### config.mk
export PLATFORM = sky130hd
export DESIGN_NAME = pixel_stream_tx_flat
export DESIGN_NICKNAME = d
export VERILOG_FILES = /design/src/rtl/pixel_stream_pkg.sv /design/src/rtl/pixel_stream_tx_if.sv /design/src/rtl/pixel_skid_fifo.sv /design/src/rtl/pixel_stream_tx.sv /design/src/flat_wrapper.sv
export SDC_FILE = /design/constraint.sdc
export NUM_CORES = 1
export LEC_CHECK = 0
export CAP_MARGIN = 40
export CORE_MARGIN = 3
export CORE_UTILIZATION = 30
export CTS_CLUSTER_SIZE = 12
export DETAILED_ROUTE_END_ITERATION = 10
export PLACE_DENSITY_LB_ADDON = 0.25
export SYNTH_ARGS = -nofsm -noshare
export SYNTH_HDL_FRONTEND = slang
export SYNTH_HIERARCHICAL = 1
export SYNTH_SLANG_ARGS = --single-unit
### constraint.sdc
create_clock -name clk -period 3.3 [get_ports clk]
set_clock_uncertainty 0.15 [all_clocks]
set_input_delay 0.825 -clock clk [delete_from_list [all_inputs] [get_ports clk]]
set_output_delay 0.825 -clock clk [all_outputs]
set_load 0.03 [all_outputs]
### src/rtl/pixel_stream_pkg.sv
// Shared constants and types for the pixel stream blocks.
package pixel_stream_pkg;

    localparam int unsigned PIX_W     = 8;
    localparam int unsigned IMG_W     = 128;
    localparam int unsigned IMG_H     = 128;
    localparam int unsigned FRAME_PIX = IMG_W * IMG_H;
    localparam int unsigned ADDR_W    = 14;

    typedef enum logic [1:0] {
        ST_IDLE  = 2'd0,
        ST_RUN   = 2'd1,
        ST_DRAIN = 2'd2,
        ST_DONE  = 2'd3
    } state_t;

    typedef struct packed {
        logic [PIX_W-1:0] data;
        logic             sof;
        logic             eol;
        logic             eof;
    } beat_t;

endpackage

### src/rtl/pixel_stream_tx_if.sv
// Frame-memory read port plus outgoing valid/ready pixel stream.
interface pixel_stream_tx_if
    import pixel_stream_pkg::*;
#(
    parameter int unsigned DATA_W = PIX_W,
    parameter int unsigned ADDR_W = 14
);
    logic              mem_rd_en;
    logic [ADDR_W-1:0] mem_addr;
    logic [DATA_W-1:0] mem_rd_data;
    logic [DATA_W-1:0] data_out;
    logic              data_valid;
    logic              data_ready;
    logic              sof;
    logic              eol;
    logic              eof;

    modport master (
        output mem_rd_en, mem_addr, data_out, data_valid, sof, eol, eof,
        input  mem_rd_data, data_ready
    );

    modport slave (
        input  mem_rd_en, mem_addr, data_out, data_valid, sof, eol, eof,
        output mem_rd_data, data_ready
    );
endinterface

### src/rtl/pixel_skid_fifo.sv
// Two-entry FIFO of pixel beats; head is presented from a register.
module pixel_skid_fifo
    import pixel_stream_pkg::*;
(
    input  logic  clk,
    input  logic  rst,
    input  logic  push_i,
    input  beat_t push_data_i,
    input  logic  pop_i,
    output beat_t head_o,
    output logic  full_o,
    output logic  empty_o
);
    localparam int unsigned DEPTH = 2;

    beat_t      slot_q [DEPTH];
    logic       wr_ptr_q, wr_ptr_d;
    logic       rd_ptr_q, rd_ptr_d;
    logic [1:0] cnt_q, cnt_d;
    logic       full_q, empty_q;
    logic       do_push, do_pop;

    // A push into a full FIFO is legal when the head leaves in the same cycle
    always_comb begin
        do_pop   = pop_i & ~empty_q;
        do_push  = push_i & (~full_q | do_pop);
        wr_ptr_d = wr_ptr_q ^ do_push;
        rd_ptr_d = rd_ptr_q ^ do_pop;
        cnt_d    = cnt_q + 2'(do_push) - 2'(do_pop);
    end

    // Storage, pointers and registered status flags
    always_ff @(posedge clk) begin
        if (rst) begin
            slot_q[0] <= '0;
            slot_q[1] <= '0;
            wr_ptr_q  <= 1'b0;
            rd_ptr_q  <= 1'b0;
            cnt_q     <= 2'd0;
            full_q    <= 1'b0;
            empty_q   <= 1'b1;
        end else begin
            if (do_push) begin
                slot_q[wr_ptr_q] <= push_data_i;
            end
            wr_ptr_q <= wr_ptr_d;
            rd_ptr_q <= rd_ptr_d;
            cnt_q    <= cnt_d;
            full_q   <= (cnt_d == 2'd2);
            empty_q  <= (cnt_d == 2'd0);
        end
    end

    assign head_o  = slot_q[rd_ptr_q];
    assign full_o  = full_q;
    assign empty_o = empty_q;

endmodule

### src/rtl/pixel_stream_tx.sv
// Reads one frame from a synchronous memory and streams it in raster order
// with sof/eol/eof markers. A returning read bypasses the FIFO when it is
// empty, so the first pixel is offered in the same cycle its data arrives.
module pixel_stream_tx
    import pixel_stream_pkg::*;
#(
    parameter int unsigned IMG_W  = pixel_stream_pkg::IMG_W,
    parameter int unsigned IMG_H  = pixel_stream_pkg::IMG_H,
    parameter int unsigned DATA_W = pixel_stream_pkg::PIX_W,
    parameter int unsigned ADDR_W = pixel_stream_pkg::ADDR_W
) (
    input  logic              clk,
    input  logic              rst,
    input  logic              start_i,
    output logic              busy_o,
    output logic              done_o,
    pixel_stream_tx_if.master bus
);
    localparam int unsigned FRAME_N = IMG_W * IMG_H;
    localparam int unsigned COL_W   = (IMG_W > 1) ? $clog2(IMG_W) : 1;
    localparam int unsigned ROW_W   = (IMG_H > 1) ? $clog2(IMG_H) : 1;
    localparam logic [ADDR_W-1:0] LAST_ADDR = ADDR_W'(FRAME_N - 1);
    localparam logic [COL_W-1:0]  LAST_COL  = COL_W'(IMG_W - 1);
    localparam logic [ROW_W-1:0]  LAST_ROW  = ROW_W'(IMG_H - 1);

    state_t            state_q, state_d;
    logic [ADDR_W-1:0] addr_q, addr_d;
    logic [COL_W-1:0]  col_q, col_d;
    logic [ROW_W-1:0]  row_q, row_d;
    logic              infl_q, infl_d;
    logic [2:0]        infl_mark_q, infl_mark_d;
    logic              busy_q, busy_d;
    logic              done_q, done_d;

    beat_t      fifo_head, infl_beat_c, head_c;
    logic       fifo_full, fifo_empty, fifo_push, fifo_pop;
    logic       valid_c, pop_c, issue_c;
    logic [1:0] occ_c, occ_left_c;

    // Stream head selection, occupancy and the read-issue decision
    always_comb begin
        infl_beat_c.data = PIX_W'(bus.mem_rd_data);
        infl_beat_c.sof  = infl_mark_q[2];
        infl_beat_c.eol  = infl_mark_q[1];
        infl_beat_c.eof  = infl_mark_q[0];

        valid_c = ~fifo_empty | infl_q;
        head_c  = '0;
        if (!fifo_empty) begin
            head_c = fifo_head;
        end else if (infl_q) begin
            head_c = infl_beat_c;
        end

        pop_c      = valid_c & bus.data_ready;
        fifo_pop   = pop_c & ~fifo_empty;
        fifo_push  = infl_q & ~(fifo_empty & bus.data_ready);
        occ_c      = (fifo_full ? 2'd2 : (fifo_empty ? 2'd0 : 2'd1)) + 2'(infl_q);
        occ_left_c = occ_c - 2'(pop_c);
        issue_c    = (state_q == ST_RUN) && (occ_left_c < 2'd2);
    end

    // Next-state logic: frame sequencing, address and raster counters
    always_comb begin
        state_d     = state_q;
        addr_d      = addr_q;
        col_d       = col_q;
        row_d       = row_q;
        infl_d      = issue_c;
        infl_mark_d = infl_mark_q;

        case (state_q)
            ST_IDLE: begin
                if (start_i) begin
                    state_d = ST_RUN;
                    addr_d  = '0;
                    col_d   = '0;
                    row_d   = '0;
                end
            end
            ST_RUN: begin
                if (issue_c) begin
                    addr_d      = addr_q + ADDR_W'(1);
                    infl_mark_d = {(col_q == '0) && (row_q == '0),
                                   (col_q == LAST_COL),
                                   (col_q == LAST_COL) && (row_q == LAST_ROW)};
                    if (col_q == LAST_COL) begin
                        col_d = '0;
                        row_d = row_q + ROW_W'(1);
                    end else begin
                        col_d = col_q + COL_W'(1);
                    end
                    if (addr_q == LAST_ADDR) begin
                        state_d = ST_DRAIN;
                    end
                end
            end
            ST_DRAIN: begin
                if (occ_left_c == 2'd0) begin
                    state_d = ST_DONE;
                end
            end
            ST_DONE: begin
                state_d = ST_IDLE;
            end
            default: begin
                state_d = ST_IDLE;
            end
        endcase

        busy_d = (state_d == ST_RUN) || (state_d == ST_DRAIN);
        done_d = (state_d == ST_DONE);
    end

    // State and counter registers
    always_ff @(posedge clk) begin
        if (rst) begin
            state_q     <= ST_IDLE;
            addr_q      <= '0;
            col_q       <= '0;
            row_q       <= '0;
            infl_q      <= 1'b0;
            infl_mark_q <= '0;
            busy_q      <= 1'b0;
            done_q      <= 1'b0;
        end else begin
            state_q     <= state_d;
            addr_q      <= addr_d;
            col_q       <= col_d;
            row_q       <= row_d;
            infl_q      <= infl_d;
            infl_mark_q <= infl_mark_d;
            busy_q      <= busy_d;
            done_q      <= done_d;
        end
    end

    pixel_skid_fifo u_fifo (
        .clk         (clk),
        .rst         (rst),
        .push_i      (fifo_push),
        .push_data_i (infl_beat_c),
        .pop_i       (fifo_pop),
        .head_o      (fifo_head),
        .full_o      (fifo_full),
        .empty_o     (fifo_empty)
    );

    assign bus.mem_rd_en  = issue_c;
    assign bus.mem_addr   = addr_q;
    assign bus.data_out   = DATA_W'(head_c.data);
    assign bus.data_valid = valid_c;
    assign bus.sof        = head_c.sof;
    assign bus.eol        = head_c.eol;
    assign bus.eof        = head_c.eof;
    assign busy_o         = busy_q;
    assign done_o         = done_q;

endmodule

### src/flat_wrapper.sv
// flat-port wrapper written by rule: the top's interface ports become plain ports
module pixel_stream_tx_flat import pixel_stream_pkg::*;
#(
    parameter int unsigned IMG_W  = pixel_stream_pkg::IMG_W,
    parameter int unsigned IMG_H  = pixel_stream_pkg::IMG_H,
    parameter int unsigned DATA_W = pixel_stream_pkg::PIX_W,
    parameter int unsigned ADDR_W = pixel_stream_pkg::ADDR_W
)
  (clk, rst, start_i, busy_o, done_o, bus_mem_rd_en, bus_mem_addr, bus_data_out, bus_data_valid, bus_sof, bus_eol, bus_eof, bus_mem_rd_data, bus_data_ready);
  pixel_stream_tx_if #(.DATA_W(DATA_W), .ADDR_W(ADDR_W)) bus_i ();
  input  logic clk;
  input  logic rst;
  input  logic start_i;
  output logic busy_o;
  output logic done_o;
  output wire logic [$bits(bus_i.mem_rd_en)-1:0] bus_mem_rd_en;
  output wire logic [$bits(bus_i.mem_addr)-1:0] bus_mem_addr;
  output wire logic [$bits(bus_i.data_out)-1:0] bus_data_out;
  output wire logic [$bits(bus_i.data_valid)-1:0] bus_data_valid;
  output wire logic [$bits(bus_i.sof)-1:0] bus_sof;
  output wire logic [$bits(bus_i.eol)-1:0] bus_eol;
  output wire logic [$bits(bus_i.eof)-1:0] bus_eof;
  input wire logic [$bits(bus_i.mem_rd_data)-1:0] bus_mem_rd_data;
  input wire logic [$bits(bus_i.data_ready)-1:0] bus_data_ready;
  assign bus_mem_rd_en = bus_i.mem_rd_en;
  assign bus_mem_addr = bus_i.mem_addr;
  assign bus_data_out = bus_i.data_out;
  assign bus_data_valid = bus_i.data_valid;
  assign bus_sof = bus_i.sof;
  assign bus_eol = bus_i.eol;
  assign bus_eof = bus_i.eof;
  assign bus_i.mem_rd_data = bus_mem_rd_data;
  assign bus_i.data_ready = bus_data_ready;
  pixel_stream_tx #(.IMG_W(IMG_W), .IMG_H(IMG_H), .DATA_W(DATA_W), .ADDR_W(ADDR_W)) u_core (.clk(clk), .rst(rst), .start_i(start_i), .busy_o(busy_o), .done_o(done_o), .bus(bus_i));
endmodule
== Word level (Yosys, flattened, before mapping) ==
Memory sizes are Yosys's and may differ from the RTL's. A register that Yosys moved wholly into a read port is not among the register bits.
Cells that the tools add are included.
Operators by class
  add/sub/neg operators: 7
  order comparisons: 1
  equal/unequal tests: 13
  muxes and demuxes: 28
  bitwise gates (word level): 13
  reduce and logical (&&, ||, !) cells: 14
Operator list (count)
  7-bit two-way mux: 5
  11-bit two-way mux: 3
  14-bit two-way mux: 2
  14-bit one-hot mux with 2 select lines: 1
  7-bit one-hot mux with 2 select lines: 2
  14-bit by 1-bit adder with 14-bit output, second input constant: 1
  7-bit by 1-bit adder with 7-bit output, second input constant: 2
  14-bit equality test, second input constant: 1
  7-bit equality test, second input constant: 2
  7-bit logical NOT: 2
  11-bit OR reduction: 1
  2-bit equality test, second input constant: 5
  2-bit two-way mux: 5
  1-bit two-way mux: 9
  2-bit one-hot mux with 4 select lines: 1
  1-bit bitwise AND: 6
  2-bit logical NOT: 3
  2-bit != test, second input constant: 3
  2-bit by 1-bit adder with 2-bit output: 2
  2-bit by 1-bit equality test with 1-bit output, second input constant: 2
  4-bit AND reduction: 1
  2-bit by 1-bit subtractor with 2-bit output: 2
  1-bit logical AND: 3
  1-bit inverter: 3
  7 further kinds: 9
Word-level totals
  register bits: 42
  memory bits (writable): 22
  input bits: 12
  logic and storage cells: 90
  memories kept: 1
Memories
  u_core.u_fifo.slot_q: depth 2, bits a word 11, read ports 1, clocked after Yosys merged registers in 1, wr ports 2, line pixel_skid_fifo.sv:16  | beat_t slot_q [DEPTH];

== Logic depth before layout (Yosys ltp) ==
Gate-level depths: netlist of run 1.
  word-level depth: 12
  depth in mapped cells: 12
  depth with buffers taken out: 11

== Modules after synthesis ==
The synthesis of run 1 kept the hierarchy.
Modules (own cells, without submodules)
  pixel_stream_tx: times used 1, cells an instance 257, area an instance 2009.4 sq um, sequential area each 720.7 sq um
  pixel_skid_fifo: times used 1, cells an instance 90, area an instance 1265.0 sq um, sequential area each 780.7 sq um

== Worst setup path after synthesis of run 1 ==
No wires, ideal clock.
  kind: register to register
  start: register u_core.u_fifo.empty_q, in the netlist u_core/u_fifo/empty_o
  end: register u_core.busy_q, in the netlist u_core/busy_o
  data arrival time: 3.064 ns
  required time: 3.036 ns
  setup slack: -0.028 ns
  stages on the path, launching flop included: 13
  clock period less this slack: 3.328 ns
  path through: dfxtp_1 -> clkbuf_1 -> nand2b_1 -> and2_1 -> ha_1 -> inv_1 -> ha_1 -> xnor3_1 -> nand2_1 -> or4_4 -> o2bb2ai_1 -> ha_1 -> nor2b_1
On the way
  longest elaborated chain between the ends: 10
  elaborated cells between the ends (all ways): 16
  classes of those cells: add/sub (2); order compare (1); eq/ne (2); mux (5); bitwise (3); reduce/logical (3)
Ends and longest elaborated chain
  start: declaration: line pixel_skid_fifo.sv:20  | logic full_q, empty_q;
  start signal: assignment: line pixel_skid_fifo.sv:50  | empty_q <= (cnt_d == 2'd0);
  1-bit inverter (*): line pixel_stream_tx.sv:47  | valid_c = ~fifo_empty | infl_q;
  1-bit bitwise OR (*): line pixel_stream_tx.sv:47
  net bus_data_valid: line flat_wrapper.sv:19  | output wire logic [$bits(bus_i.data_valid)-1:0] bus_data_valid;
  1-bit bitwise AND (*): line pixel_stream_tx.sv:55  | pop_c = valid_c & bus.data_ready;
  2-bit by 1-bit subtractor with 2-bit output (*): line pixel_stream_tx.sv:59  | occ_left_c = occ_c - 2'(pop_c);
  2-bit less-than comparator: line pixel_stream_tx.sv:60  | issue_c = (state_q == ST_RUN) && (occ_left_c < 2'd2);
  1-bit logical AND: line pixel_stream_tx.sv:60
  2-bit two-way mux: line pixel_stream_tx.sv:82  | if (issue_c) begin
  2-bit one-hot mux with 4 select lines (*): line pixel_stream_tx.sv:72  | case (state_q)
  2-bit by 1-bit equality test with 1-bit output or 2-bit equality test (tied branches): line pixel_stream_tx.sv:111  | busy_d = (state_d == ST_RUN) || (state_d == ST_DRAIN);
  1-bit logical OR (*): line pixel_stream_tx.sv:111
  net u_core.busy_d: line pixel_stream_tx.sv:32  | logic busy_q, busy_d;
  end signal: assignment: line pixel_stream_tx.sv:133  | busy_q <= busy_d;
  end: declaration: line pixel_stream_tx.sv:32
Mark *: on every way through the listed nets, which the timed path passes. The rest lies on a longest branch.
A chain may end at the register's enable or synchronous reset.

== Final worst setup path of run 1 ==
  start: input port bus_data_ready
  end: output port bus_mem_rd_en
On the way
  longest elaborated chain between the ends: 4
Ends and longest elaborated chain
  start: declaration: line flat_wrapper.sv:24  | input wire logic [$bits(bus_i.data_ready)-1:0] bus_data_ready;
  1-bit bitwise AND: line pixel_stream_tx.sv:55
  2-bit by 1-bit subtractor with 2-bit output: line pixel_stream_tx.sv:59
  2-bit less-than comparator: line pixel_stream_tx.sv:60
  1-bit logical AND: line pixel_stream_tx.sv:60
  end: declaration: line flat_wrapper.sv:16  | output wire logic [$bits(bus_i.mem_rd_en)-1:0] bus_mem_rd_en;
No other way between the ends.

==> results.toml, run 1 <==
[outcome]
outcome = "finished clean"

[drt]
firstDrtPassIters = 4
drc = 0
wire_per_inst_um = 13.76
wirelength_um = 7527
ant_nets = 0
vias = 2665
drt_iter0_drc = 100
routed_via_density = 4.872

[hold_path]
worstHoldStart = "u_core/infl_mark_q[0]"
hold_path.class = "register to register"
min_to = "u_core/infl_mark_q[0]"
worstHoldPathCells = 2

[yosys]
synth_cell_type_count = 53
synthFlopType = "dfxtp_1"
ys_seq_elements = 64
synth_area_per_cell_um2 = 9.436
synth_seq_area_share_pct = 45.85
synth.net_count = 368
synthesis.area_mm2 = 0.003274
synth_most_common_cell = "dfxtp_1"
postSynth.asyncResetShare_pct = 0
synth_top_area_share_pct = 25.68
synth_commonest_cells = "dfxtp_1 (42), inv_1 (27), a21oi_1 (25), nand2_1 (25), edfxtp_1 (22)"
yosys-top-cells-area = "dfxtp_1 (26%), edfxtp_1 (20%), a21oi_1 (3.8%)"
syn_inst = 347
synth_edf_count = 22
yosysWarnings = 6
synth_top_area_cell = "dfxtp_1"

[floorplan]
dieHeight_um = 110.5
rows = 37
coreArea_mm2 = 0.01046
fp.dieW_um = 110.5
initial_core_util_pct = 31.30
die_area_mm2 = 0.01220
io_pins = 41

[critical_path]
rr_worst_depth = 11
worstSetupPathType = "input port to primary output"
crit_chain = "dlygate4sd2_1, and2_4, ha_4, inv_1, ha_2, xnor3_1, nand2_2, buf_6, inv_4, buf_12"
r2r-end = "u_core/busy_o"
cpPeakStageDelay_ns = 0.24
start_kind = "input port"
worstPathRequired_ns = 2.32
worst-r2r-setup-slack_ns = 0.35
slowest_stage = "dlygate4sd2_1"
end_kind = "primary output"
cp.arrival_ns = 2.25
critPathBufInv = 5
timing.rr.start = "u_core/u_fifo/full_o"
path_max_fanout = 2
cp_top_family = "buffers and inverters"

[clock_tree]
path_clk_slew_ns = 0.07
clock_latency_ns = 0.34
cts_tree = "built"
root_buffer = "clkbuf_8"
cts_buffer_depth = 2
numCtsBuffers = 9
htreeDepth = 3
clock-sinks = 64

[global_routing]
grt.overflow.total = 0
grt_use_total_pct = 12.59
grt_antenna_before_repair = 0
grt_pass1_vias = 2620
grt_max_degree = 20
grt_pass1_wl_um = 12680

[power]
p_comb_share_pct = 16.9
clock_power_share_pct = 33.9
switching_share_pct = 28.71
irDropWorstVdd_uv = 218.9
power.switching_w = 0.0005008
pwr-share-seq_pct = 49.2
p_leak_nw = 1.572
intPower_w = 0.001244
p_per_area_mw_per_mm2 = 418.9
report.power.total_w = 0.001745

[placed_design]
dp_worst_setup_slack_ns = -0.3206
dpl.hpwl_um = 5212
portBuffers = 40
placed_cells = 527
gp_congestion = 0.7197

[timing]
hold_ws_ns = 0.3327
period_share_pct = 97.78
worst_slack_ns = 0.07329
hold_violations = 0
finalCriticalPeriod_ns = 3.227
fin_tns_setup_ns = 0
setup_violations = 0
slew_viol_final = 0
rsz0062_at_grt = "no"
worst_pin_slew_ns = 0.4569
relSlewSlack_pct = 69.26
fmax_mhz = 309.9

[layout]
finalNetCount = 427
layout-drive-gt1-share_pct = 17.27
syn_to_final_growth_pct = 27.21
diodes = 0
stdcell_count = 547

[job]
maxCapViolations = 0
==> logic make-up (layout without fill, tap and decap cells) <==
family                   count (synthesis)  count (layout)  share of synthesized area, %
adder cells (fa/ha/maj)                  9               9                         3.439
AO/OA/AOI/OAI                           73              73                         13.91
buffers and inverters                   44             108                         5.884
multiplexers                            12              12                         4.089
XOR/XNOR                                 9               9                         3.324
AND/OR/NAND/NOR                        136             136                         23.50
flip-flops                              64              64                         45.85
==> through the flow <==
step | utilization (%) | area [um^2]
global route | 39.81 | 4165
finish | 39.81 | 4165
floorplan | - | 3277
global placement | 37.62 | 3936
detailed placement | 37.62 | 3936
CTS | 39.60 | 4143
==> layout by cell type, fill, tap and decap left out, types with 7 or more instances in the layout <==
cell type	count
or3_1	7
o21ai_0	20
and3_1	15
nand2_1	24
dfxtp_1	42
clkdlybuf4s50_1	37
and2_1	12
clkbuf_8	9
mux2_2	11
edfxtp_1	22
a21oi_1	25
nor2_1	16
inv_1	26
nand3_1	20
a21o_1	7
buf_4	23
ha_1	7
==> layer usage <==
| layer | wire length (um) | global-route usage (%) |
|---|---|---|
| met3 | 374 | 4.000 |
| met1 | 3455 | 15.74 |
| met5 | 0 | 0 |
| met4 | 72 | 3.448 |
| met2 | 3625 | 20.91 |
==> flip-flops by register name, indices dropped and copies added, names as in the netlist, 2 cells and up <==
name	count
u_core/u_fifo/slot_q	22
u_core/bus.mem_addr	14
u_core/col_q	7
u_core/row_q	7
u_core/infl_mark_q	3
u_core/state_q	2
u_core/u_fifo/cnt_q	2
==> tightest hold or removal path: stages (launching register included) <==
cell     delay (ns)
dfxtp_1        0.33
nand2_1        0.06
a21oi_1        0.05
==> repair_timing <==
action	in CTS	in global routing
cloned	0	0
buffers inserted	3	1
endpoints found under the setup margin	1	2
hold buffers	0	0
gates resized for setup	7	2
pin swaps	1	1
==> power groups by stage <==
| stage | sequential, W | clock [W] | combinational [W] |
|---|---|---|---|
| 2_1_floorplan | 0.000877 | 0 | 0.000156 |
| 3_3_place_gp | 0.000876 | 0 | 0.000279 |
| 3_5_place_dp | 0.000877 | 0 | 0.000281 |
| 4_1_cts | 0.000859 | 0.000616 | 0.000294 |
| 5_1_grt | 0.000863 | 0.000652 | 0.000322 |
| 6_report | 0.000859 | 0.000591 | 0.000295 |
==> cell type report <==
cell class | instances | area [um^2]
sequential | 64 | 1501
inverter | 27 | 103.9
clock inverter | 7 | 47.55
timing repair buffer | 65 | 615.6
multi-input combinational | 239 | 1603
fill | 1091 | 6297
clock buffer | 9 | 123.9
tap | 136 | 170.2
==> worst max path at each step <==
stage | endpoint | cells after the start | from
6_report | bus_mem_rd_en | 10 | bus_data_ready
5_1_grt | bus_mem_rd_en | 10 | bus_data_ready
4_1_cts | bus_mem_rd_en | 10 | bus_data_ready
3_5_place_dp | bus_mem_rd_en | 10 | bus_data_ready
3_3_place_gp | bus_mem_rd_en | 10 | bus_data_ready
2_1_floorplan | u_core/busy_o | 12 | u_core/u_fifo/empty_o
Note: power is estimated with default switching activity, not from simulation.
==> run 2: changes to the inputs <==
CORE_ASPECT_RATIO = 1.1   (was default)
==> run 2 against run 1 <==
Effect of this change: wire length decreased by 1.7%; critical path depth unchanged; global-route usage decreased by 0.076 points; combinational power decreased by 2%; design area increased by 2.5%; fmax increased by 2.1%; worst hold slack got worse by 0.0019 ns; cell count increased by 1.5%; critical path type unchanged; clock power increased by 60%; sequential share of layout area decreased by 0.88 points; count of clock-buffer cells in the layout increased by 1; largest cell class unchanged; register-to-register slack about the same.
==> results.toml, run 2 (same netlist as run 1, synthesis figures left out) <==
[outcome]
outcome = "finished clean"

[layout]
num-fill-cells = 1081
layout-drive-gt1-share_pct = 17.23
diodes = 0
largest_reg_flops = 22
finalNetCount = 428
final_common_cell = "dfxtp_1"
syn_to_final_growth_pct = 30.38
mostFrequentLayoutCells = "dfxtp_1 (42), clkdlybuf4s50_1 (38), inv_1 (26), buf_4 (26), a21oi_1 (25)"
regMostFlops = "u_core/u_fifo/slot_q"

[clock_tree]
root_buffer = "clkbuf_16"
path_clk_slew_ns = 0.06
cts_buffer_depth = 2
htreeDepth = 3
clock_latency_ns = 0.33
clock-sinks = 64
cts-hold-fix-buffers = 0
numCtsBuffers = 9
cts_tree = "built"

[floorplan]
initial_core_util_pct = 31.07
dieHeight_um = 115.6
io_pins = 41
die_area_mm2 = 0.01221
coreArea_mm2 = 0.01054
rows = 39
fp.dieW_um = 105.6

[drt]
wire_per_inst_um = 13.34
drt_iter0_drc = 64
routed_via_density = 4.759
drc = 0
firstDrtPassIters = 6
vias = 2641
wirelength_um = 7402
ant_nets = 0

[global_routing]
grt.busiest_layer = "met2"
grt_pass1_vias = 2528
grtUsageMet3_pct = 3.343
grt_use_total_pct = 12.51
grt_pass1_wl_um = 12060
met1_usage_pct = 14.47
grt_antenna_before_repair = 0
met2_usage_pct = 21.94
grt_max_degree = 21
grt.overflow.total = 0

[critical_path]
worstSetupPathType = "input port to primary output"
cp.arrival_ns = 2.19
startpoint = "bus_data_ready"
crit_chain = "buf_2, and2_1, ha_1, inv_1, ha_2, xnor3_1, nand2_2, buf_4, inv_2, buf_12"
worstPathRequired_ns = 2.32
cp_top_family = "buffers and inverters"
timing.rr.start = "u_core/u_fifo/empty_o"
critPathBufInv = 5
worst-r2r-setup-slack_ns = 0.34
slowest_stage = "ha_1"
cpPeakStageDelay_ns = 0.27
start_kind = "input port"
path_max_fanout = 2
end_kind = "primary output"

[placed_design]
dpl.hpwl_um = 5297
gp_congestion = 0.7556
portBuffers = 40

[hold_path]
hold_path.class = "register to register"
worstHoldStart = "u_core/infl_mark_q[2]"

[power]
p_per_area_mw_per_mm2 = 490.8
irDropWorstVdd_uv = 234.8
p_leak_nw = 1.610

[timing]
fin_tns_setup_ns = 0
setup_violations = 0
finalCriticalPeriod_ns = 3.161
hold_ws_ns = 0.3309
slew_viol_final = 0
period_share_pct = 95.78
rsz0062_at_grt = "no"
relSlewSlack_pct = 69.48
worst_pin_slew_ns = 0.4537
fmax_mhz = 316.4
hold_violations = 0

[job]
maxCapViolations = 0
run 2: path summary, 6_finish.rpt:
path / to / cells after the start
worst max-delay path: bus_mem_rd_en / 10
worst min-delay path: u_core/infl_mark_q[2] / 2
worst max register to register: u_core/busy_o / 12
worst min register to register: u_core/infl_mark_q[2] / 2
run 2: area by class of cell:
type                       count  area (um^2)  share of cell area [%]
clock buffer                  10        239.0                   5.598
clock inverter                 6        58.81                   1.377
multi-input combinational    239         1589                   37.22
timing repair buffer          66        600.6                   14.07
inverter                      27        101.3                   2.374
sequential                    64         1501                   35.17
tap                          143        178.9                   4.191
run 2: metal layers:
metal / share of wire (%) / up-vias / wire, um
li1: - / 1353 / -
met1: 44 / 1231 / 3266
met2: 50 / 48 / 3680
met3: 4.7 / 9 / 351
met4: 1.4 / 0 / 103
met5: 0 / - / 0
run 2: timing repair:
item | 4_1_cts | 5_1_grt
gates resized for setup | 7 | 1
pin swaps | 1 | 2
setup endpoints to repair | 3 | 1
buffers inserted | 2 | 0
run 2: worst min-delay path, delay by kind of cell, from the launching register on:
kind | cells | cell delay, ns
flip-flops | 1 | 0.32
AND/OR/NAND/NOR | 1 | 0.06
AO/OA/AOI/OAI | 1 | 0.05
run 2: stage by stage:
stage / instances / util, % / area, um^2 / setup slack [ns] / total power [W]
after floorplan: 347 / - / 3277 / 0.06391 / 0.001033
after global routing: 555 / 40.50 / 4269 / 0.01499 / 0.002183
after CTS: 555 / 40.56 / 4275 / 0.007589 / 0.002125
final: 555 / 40.50 / 4269 / 0.1392 / 0.002095
after global placement: 537 / 37.52 / 3955 / -0.2975 / 0.001161
after detailed placement: 537 / 37.52 / 3955 / -0.3518 / 0.001164
run 2: power by group:
part,switching (W),internal [W]
logic,0.000159,0.000131
clock network,0.000345,0.000599
registers,0.0000188,0.000842
total,0.000523,0.00157
==> run 3: changes to the inputs <==
CORE_MARGIN = 8   (was 3)
CTS_BUF_LIST = sky130_fd_sc_hd__clkbuf_8   (was default)
==> run 3 against run 2 <==
Effect of this change: sequential share of layout area rose by 0.22 points; fmax fell by 1.3%; power fell by 14%; critical endpoint unchanged; clock power fell by 32%; critical path type unchanged; worst hold slack improved by 0.012 ns.
==> results.toml, run 3 (same netlist as run 1, synthesis figures left out) <==
[critical_path]
worstSetupPathType = "input port to primary output"
rr_worst_depth = 11
slowest_stage = "ha_1"
worstPathRequired_ns = 2.32
start_kind = "input port"
cp_top_family = "buffers and inverters"
end_kind = "primary output"
worst-r2r-setup-slack_ns = 0.33
cp.arrival_ns = 2.23
path_max_fanout = 2
crit_chain = "dlygate4sd2_1, and2_4, ha_1, inv_1, ha_2, xnor3_1, nand2_2, inv_2, buf_12"
worst-path-stages = 9
cpPeakStageDelay_ns = 0.28
critPathBufInv = 4

[timing]
slew_viol_final = 0
relSlewSlack_pct = 70.53
hold_violations = 0
period_share_pct = 97.07
worst_pin_slew_ns = 0.4382
finalCriticalPeriod_ns = 3.203
setup_violations = 0
rsz0062_at_grt = "no"
fmax_mhz = 312.2

[layout]
finish.utilization_pct = 39.43
diodes = 0
largest_reg_flops = 22
design_area_mm2 = 0.004243
final_common_cell = "dfxtp_1"
multiInputGateArea_mm2 = 0.001592
layout-drive-gt1-share_pct = 18.57
regMostFlops = "u_core/u_fifo/slot_q"
finalNetCount = 436
syn_to_final_growth_pct = 29.58
mostFrequentLayoutCells = "dfxtp_1 (42), clkdlybuf4s50_1 (38), buf_4 (33)"
seq_area_mm2 = 0.001501
num-fill-cells = 1114

[placed_design]
dpl.hpwl_um = 5618
dpl_cell_area_mm2 = 0.004033
portBuffers = 40
gp_congestion = 0.7973

[global_routing]
grt_antenna_before_repair = 0
grt_use_total_pct = 11.17
grtUsageMet3_pct = 5.296
grt_max_degree = 20
grt.overflow.total = 0
met2_usage_pct = 18.73
met1_usage_pct = 12.29
grt_pass1_wl_um = 13000
grt_pass1_vias = 2742
grt.busiest_layer = "met2"

[drt]
wirelength_um = 7795
ant_nets = 0
vias = 2693
drt_iter0_drc = 147
wire_per_inst_um = 13.75
firstDrtPassIters = 4
drc = 0
routed_via_density = 4.750

[hold_path]
hold_path.class = "register to register"
worstHoldPathCells = 2

[clock_tree]
clock_latency_ns = 0.33
cts_tree = "built"
clock-sinks = 64
numCtsBuffers = 9
cts_buffer_depth = 2
htreeDepth = 3
cts-hold-fix-buffers = 0
path_clk_slew_ns = 0.07
root_buffer = "clkbuf_8"

[power]
pwr-share-seq_pct = 47.5
irDropWorstVdd_uv = 228.5
power.switching_w = 0.0004848
report.power.total_w = 0.001807
clock_power_share_pct = 35.7
p_per_area_mw_per_mm2 = 425.9
p_leak_nw = 1.612
p_comb_share_pct = 16.8
switching_share_pct = 26.83
intPower_w = 0.001322

[floorplan]
io_pins = 41
coreArea_mm2 = 0.01076
initial_core_util_pct = 30.43
die_area_mm2 = 0.01452
fp.dieW_um = 115.6
rows = 40
dieHeight_um = 125.6

[outcome]
outcome = "finished clean"

[job]
maxCapViolations = 0
-- run 3: cell types whose count changed in the layout (fill, tap and decap cells not counted), sizes merged --
| cell | change |
|---|---|
| buf | +7 |
| clkinv | +1 |
| clkbuf | -1 |
| inv | +1 |
| clkinvlp | -1 |
| dlygate4sd2 | +1 |
-- run 3: repair_timing --
action	in CTS	in global routing
setup buffers	2	0
endpoints found under the setup margin	2	3
pin swaps	1	1
gates resized for setup	5	1
-- run 3: power groups by stage --
stage | sequential (W) | clock, W | combinational, W
after floorplan | 0.000877 | 0 | 0.000156
after global placement | 0.000876 | 0 | 0.000296
after detailed placement | 0.000877 | 0 | 0.000297
after CTS | 0.000859 | 0.000666 | 0.000307
after global routing | 0.000862 | 0.000710 | 0.000331
final | 0.000859 | 0.000645 | 0.000304
-- run 3: worst paths after layout --
kind	to	startpoint
max	bus_mem_rd_en	bus_data_ready
min	u_core/infl_mark_q[0]	u_core/infl_mark_q[0]
max reg2reg	u_core/busy_o	u_core/u_fifo/full_o
min reg2reg	u_core/infl_mark_q[0]	u_core/infl_mark_q[0]
-- run 3: routing by layer --
layer,part of all wire [%],up-vias
met3,8.0,6
met1,43,1265
met5,0,-
met2,48,57
li1,-,1365
met4,0.82,0
-- run 3: worst register-to-register path: cells and delay by family (launching register included) --
family,cells,cell delay [ns]
xor+xnor,1,0.23
simple gates,4,1.03
flops,1,0.39
fa+ha+maj,3,0.71
compound gates,1,0.15
buf+inv,2,0.19
-- run 3: final cells by class --
class                           instances  share of cell area [%]
Multi-Input combinational cell        239                   37.51
Sequential cell                        64                   35.39
Inverter                               27                   2.389
Tap cell                              147                   4.335
Clock buffer                            9                   2.919
Timing Repair Buffer                   74                   15.95
Clock inverter                          7                   1.504
-- run 3: through the flow --
stage	setup TNS, ns	cells	setup slack, ns	hold slack [ns]
global placement	-1.746	549	-0.2898	0.3193
global route	0	567	0.007425	0.3773
floorplan	0	347	0.06391	0.3035
detailed placement	-2.552	549	-0.3407	0.3377
CTS	0	567	0.05480	0.3489
finish	0	567	0.09685	0.3425
